==> src/rtl/serial_adder_n_pkg.sv <==
// Shared definitions for the serial adder.
//   sa_state_e : 2-bit FSM encoding (IDLE=0, RUN=1, DONE=2)
//   clog2      : ceiling log2, used to size the chunk counter
package serial_adder_n_pkg;

  typedef enum logic [1:0] {
    SA_IDLE = 2'd0,
    SA_RUN  = 2'd1,
    SA_DONE = 2'd2
  } sa_state_e;

  function automatic int clog2(input int v);
    int r;
    int x;
    r = 0;
    x = v - 1;
    while (x > 0) begin
      r = r + 1;
      x = x >> 1;
    end
    return r;
  endfunction

endpackage

==> src/rtl/serial_adder_n_chunk.sv <==
// adder_chunk: combinational ripple of CHUNK full-adder cells.
//   a, b : CHUNK-bit operand slices
//   ci   : carry in
//   s    : CHUNK-bit sum slice
//   co   : carry out of the top cell
module adder_chunk #(
  parameter int CHUNK = 1
) (
  input  logic [CHUNK-1:0] a,
  input  logic [CHUNK-1:0] b,
  input  logic             ci,
  output logic [CHUNK-1:0] s,
  output logic             co
);

  logic [CHUNK:0] c;

  assign c[0] = ci;

  for (genvar i = 0; i < CHUNK; i++) begin : g_fa
    assign s[i]   = a[i] ^ b[i] ^ c[i];
    assign c[i+1] = (a[i] & b[i]) | (c[i] & (a[i] ^ b[i]));
  end

  assign co = c[CHUNK];

endmodule

==> src/rtl/serial_adder_n.sv <==
// serial_adder_n: multi-cycle adder, CHUNK bits per clock with a registered
// carry. sum/cout = a + b + cin (unsigned, WIDTH bits + carry-out).
//   clk, rst : clock, synchronous active-high reset
//   start    : request, honoured only in IDLE or DONE
//   a, b, cin: operands, latched when start is accepted
//   busy     : high while adding (RUN)
//   done     : one-cycle pulse when sum/cout have just been updated
//   sum, cout: last result, held until the next completion or reset
// WIDTH >= 2 and WIDTH % CHUNK == 0 are assumed.
module serial_adder_n
  import serial_adder_n_pkg::*;
#(
  parameter int WIDTH = 8,
  parameter int CHUNK = 1
) (
  input  logic             clk,
  input  logic             rst,
  input  logic             start,
  input  logic [WIDTH-1:0] a,
  input  logic [WIDTH-1:0] b,
  input  logic             cin,
  output logic             busy,
  output logic             done,
  output logic [WIDTH-1:0] sum,
  output logic             cout
);

  localparam int N  = WIDTH / CHUNK;
  localparam int CW = clog2(N) + 1;

  sa_state_e        state, state_nxt;
  logic [WIDTH-1:0] a_sr, b_sr, part;
  logic             carry;
  logic [CW-1:0]    cnt;

  logic [CHUNK-1:0] ch_s;
  logic             ch_co;
  logic [WIDTH-1:0] ch_ext, part_nxt;
  logic             last, accept;

  adder_chunk #(.CHUNK(CHUNK)) u_chunk (
    .a  (a_sr[CHUNK-1:0]),
    .b  (b_sr[CHUNK-1:0]),
    .ci (carry),
    .s  (ch_s),
    .co (ch_co)
  );

  // Result bits enter from the MSB side so after N steps the low chunk
  // computed first has reached bit 0. Written as shifts so CHUNK==WIDTH
  // needs no special case.
  assign ch_ext   = WIDTH'(ch_s);
  assign part_nxt = (part >> CHUNK) | (ch_ext << (WIDTH - CHUNK));

  assign last   = (cnt == CW'(N - 1));
  assign accept = start && (state == SA_IDLE || state == SA_DONE);

  always_comb begin
    state_nxt = state;
    case (state)
      SA_IDLE: if (start) state_nxt = SA_RUN;
      SA_RUN:  if (last)  state_nxt = SA_DONE;
      SA_DONE: state_nxt = start ? SA_RUN : SA_IDLE;
      default: state_nxt = SA_IDLE;
    endcase
  end

  always_ff @(posedge clk) begin
    if (rst) begin
      state <= SA_IDLE;
      a_sr  <= '0;
      b_sr  <= '0;
      part  <= '0;
      carry <= 1'b0;
      cnt   <= '0;
      sum   <= '0;
      cout  <= 1'b0;
    end else begin
      state <= state_nxt;
      if (accept) begin
        a_sr  <= a;
        b_sr  <= b;
        carry <= cin;
        part  <= '0;
        cnt   <= '0;
      end else if (state == SA_RUN) begin
        a_sr  <= a_sr >> CHUNK;
        b_sr  <= b_sr >> CHUNK;
        carry <= ch_co;
        part  <= part_nxt;
        cnt   <= cnt + CW'(1);
        if (last) begin
          sum  <= part_nxt;
          cout <= ch_co;
        end
      end
    end
  end

  assign busy = (state == SA_RUN);
  assign done = (state == SA_DONE);

endmodule
==> config.mk <==
export PLATFORM = sky130hd
export DESIGN_NAME = serial_adder_n
export DESIGN_NICKNAME = d
export VERILOG_FILES = /design/src/rtl/serial_adder_n_pkg.sv /design/src/rtl/serial_adder_n_chunk.sv /design/src/rtl/serial_adder_n.sv
export SDC_FILE = /design/constraint.sdc
export NUM_CORES = 1
export LEC_CHECK = 0
export ABC_AREA = 1
export CAP_MARGIN = 5
export CORE_ASPECT_RATIO = 2
export CORE_MARGIN = 1.5
export CORE_UTILIZATION = 50
export CTS_CLUSTER_SIZE = 30
export DETAILED_ROUTE_END_ITERATION = 8
export PLACE_DENSITY = 0.81
export SYNTH_ARGS = -nofsm -noshare
export SYNTH_HDL_FRONTEND = slang
export SYNTH_SLANG_ARGS = --single-unit
==> constraint.sdc <==
create_clock -name clk -period 1.4 [get_ports clk]
set_clock_uncertainty 0.15 [all_clocks]
set_input_delay 0.28 -clock clk [delete_from_list [all_inputs] [get_ports clk]]
set_output_delay 0.28 -clock clk [all_outputs]
set_load 0.01 [all_outputs]
==> run_results.csv <==
group,metric,value,unit
timing,finalHoldViolCount,0,
logic_synthesis,synth-seq-area-share,48.2,%
cts,cts_buffer_depth,2,
critical_path,rr_worst_depth,6,
route,wl_met2,2.06,mm
hold_path,hp-start,"a_sr[5]$_SDFFE_PP0P_",
timing,layout_setup_ws,0.0254,ns
timing,rsz0062_at_grt,"yes",
logic_synthesis,synth_commonest_cells,"61 x nand2_1, 39 x dfxtp_1, 27 x nor2_1, 17 x a21oi_1, 16 x nand3_1",
critical_path,r2r-end,"sum[1]$_SDFFE_PP0P_",
cts,cts.hold.buffers_added,0,
logic_synthesis,ys_warn_count,0,
logic_synthesis,synth.most_common_cell,"nand2_1",
logic_synthesis,synth_area_per_cell,7.46,sq um
placed_design,placed_cells,290,
hold_path,whs_path_depth,2,
floorplanning,core,3120,sq um
placed_design,dp_hpwl,2.64,mm
timing,post-route-period-util,98.2,%
logic_synthesis,ys_types,23,
timing,finalMaxSlewViolations,0,
pwr,power.density,1200,nW/um^2
route,drtIter0Drc,36,
cts,clock_latency,0.30,ns
grt,grt_pass1_wl,6.23,mm
grt,antenna_found_initial,0,
flow_run,cap_violations,0,
floorplanning,ios,31,
placed_design,port-buffer-count,30,
cts,ctsRootBufferMaster,"clkbuf_8",
critical_path,r2r-start,"state[0]$_SDFFE_PP0P_",
route,drt-pass1-iter-count,4,
route,drc,0,
logic_synthesis,syn-num-nets,239,
cts,tritoncts,"done",
timing,setup_violations,0,
cells_and_area,diodes,0,
timing,worst_pin_slew,0.201,ns
floorplanning,die_width,43.2,um
logic_synthesis,postSynthCellCount,217,
critical_path,criticalPathCategory,"reg2out",
logic_synthesis,synth_top_area_share,48.2,%
logic_synthesis,synth_area_leader_cell,"dfxtp_1",
route,routed_wl,3.80,mm
logic_synthesis,syn-cell-area,1620,sq um
grt,grt_max_degree,15,
cells_and_area,fillers,231,
pwr,finalPower,2.65,mW
route,vias_per_cell,5.15,
critical_path,arrival,0.94,ns
cells_and_area,nNetsFinal,288,
critical_path,endpoint_kind,"output port",
logic_synthesis,synth_ff_type,"dfxtp_1",
floorplanning,rows,29,
placed_design,pre_cts_slack,-0.206,ns
route,wl_met3,160,um
pwr,vdd_drop_max,0.00137,V
cts,cts_buffers,5,
route,routed.top_layer,"met4",
timing,layout_min_cycle_time,1.37,ns
logic_synthesis,synth-seq-cells,39,
route,wl_per_cell,12.7,um
timing,fmax,727,MHz
timing,fin_setup_tns,0,ns
route,ant_nets,0,
critical_path,worstPathRequired,0.97,ns
route,routedLengthMet1,1.49,mm
grt,first_global_vias,1468,
grt,grt_util_all_layers,22.8,%
cells_and_area,syn2layout_area_growth,36.7,%
logic_synthesis,synthTopCellsByArea,"dfxtp_1 48%, nand2_1 14%, nor2_1 6.3%",
logic_synthesis,synth_edf_count,0,
floorplanning,dieArea,3610,sq um
logic_synthesis,postSynth.asyncResetShare,0,%
floorplanning,floorplan.initialDensity,51.9,%
hold_path,min_to,"a_sr[5]$_SDFFE_PP0P_",
cells_and_area,drive_gt1_share,19.1,%
critical_path,critPathMaxFanout,4,
cells_and_area,finalNonFillerCells,298,
placed_design,gp_congestion,0.821,
cts,path_clk_slew,0.08,ns
hold_path,hp-class,"reg2reg",
grt,overflow,0,
critical_path,r2r_setup_slack,0.04,ns
critical_path,startpoint_type,"register",
pwr,power.leakage,0.986,nW
status,status,"finished, final reports clean",
cts,clock_sinks,39,
route,vias,1534,
timing,whs,0.317,ns
timing,max-slew-margin-rel,86.4,%
cts,htreeDepth,2,
floorplanning,fp.dieH,83.5,um
cts,cts_setup_buffers,0,
[cell families (layout without fill, tap and decap cells)]
| family | count (synthesis) | in the layout | share of synthesized area (%) |
|---|---|---|---|
| and+or+nand+nor | 120 | 120 | 32.7 |
| adders and majority gates | 2 | 2 | 2.01 |
| DFF | 39 | 39 | 48.2 |
| buffers and inverters | 25 | 75 | 6.88 |
| AOI/OAI and AO/OA | 31 | 31 | 10.2 |
[sequential cells by signal, indices dropped and copies added (netlist names)]
signal	flops
a_sr	8
b_sr	8
carry	1
cnt	4
cout	1
part	7
state	2
sum	8
[worst max path at each step]
stage                                 to                   from
floorplan            sum[2]$_SDFFE_PP0P_    cnt[0]$_SDFFE_PP0N_
global placement      carry$_SDFFE_PP0P_                  start
detailed placement  a_sr[0]$_SDFFE_PP0P_                  start
CTS                                 busy  state[0]$_SDFFE_PP0P_
global route         sum[1]$_SDFFE_PP0P_  state[0]$_SDFFE_PP0P_
finish                              busy  state[0]$_SDFFE_PP0P_
[power by group]
part	internal (mW)	total, mW	switching (mW)
Combinational	0.159	0.338	0.178
Sequential	1.16	1.20	0.0333
Clock	0.711	1.12	0.410
Total	2.03	2.65	0.622
[critical path: stages, from the launching register on]
cell     delay, ns
dfxtp_2       0.36
inv_2         0.05
nor2_4        0.10
buf_2         0.14
[area by class of cell]
| type | count | area [sq um] | share of cell area, % |
|---|---|---|---|
| clock buffer | 5 | 68.8 | 3.11 |
| tap | 31 | 38.8 | 1.75 |
| multi-input combinational | 153 | 758 | 34.3 |
| timing repair buffer | 49 | 422 | 19.1 |
| sequential | 39 | 788 | 35.6 |
| inverter | 18 | 70.1 | 3.17 |
| clock inverter | 3 | 67.6 | 3.05 |
[timing repair]
| item | 4_1_cts | 5_1_grt |
|---|---|---|
| gates resized for setup | 22 | 10 |
| setup endpoints to repair | 23 | 17 |
| pin swaps | 0 | 1 |
[placed cells by master (no fill, tap or decap), types with 2 or more instances in the layout]
cell / count
dlygate4sd2_1: 9
nand2_4: 3
nor2_4: 2
dfxtp_1: 35
buf_2: 2
clkdlybuf4s50_1: 19
o21ai_0: 11
inv_1: 13
nand2_2: 2
nor2_1: 26
nand2_1: 59
inv_2: 3
dfxtp_2: 3
a21oi_1: 16
nand3_1: 15
buf_4: 19
bufinv_16: 2
nor3_1: 9
clkbuf_8: 5
[metal layers]
layer | up-vias | track usage (%)
met4 | 0 | 10.7
met2 | 32 | 39.9
met3 | 6 | 5.84
met1 | 708 | 24.1
li1 | 788 | -
met5 | - | 0
[metrics by stage]
stage	util [%]	cell area, sq um
3_3_place_gp	65.9	2060
4_1_cts	70.1	2190
2_1_floorplan	-	1620
6_report	70.9	2210
5_1_grt	70.9	2210
3_5_place_dp	65.9	2060
(Power assumes the default switching activity.)
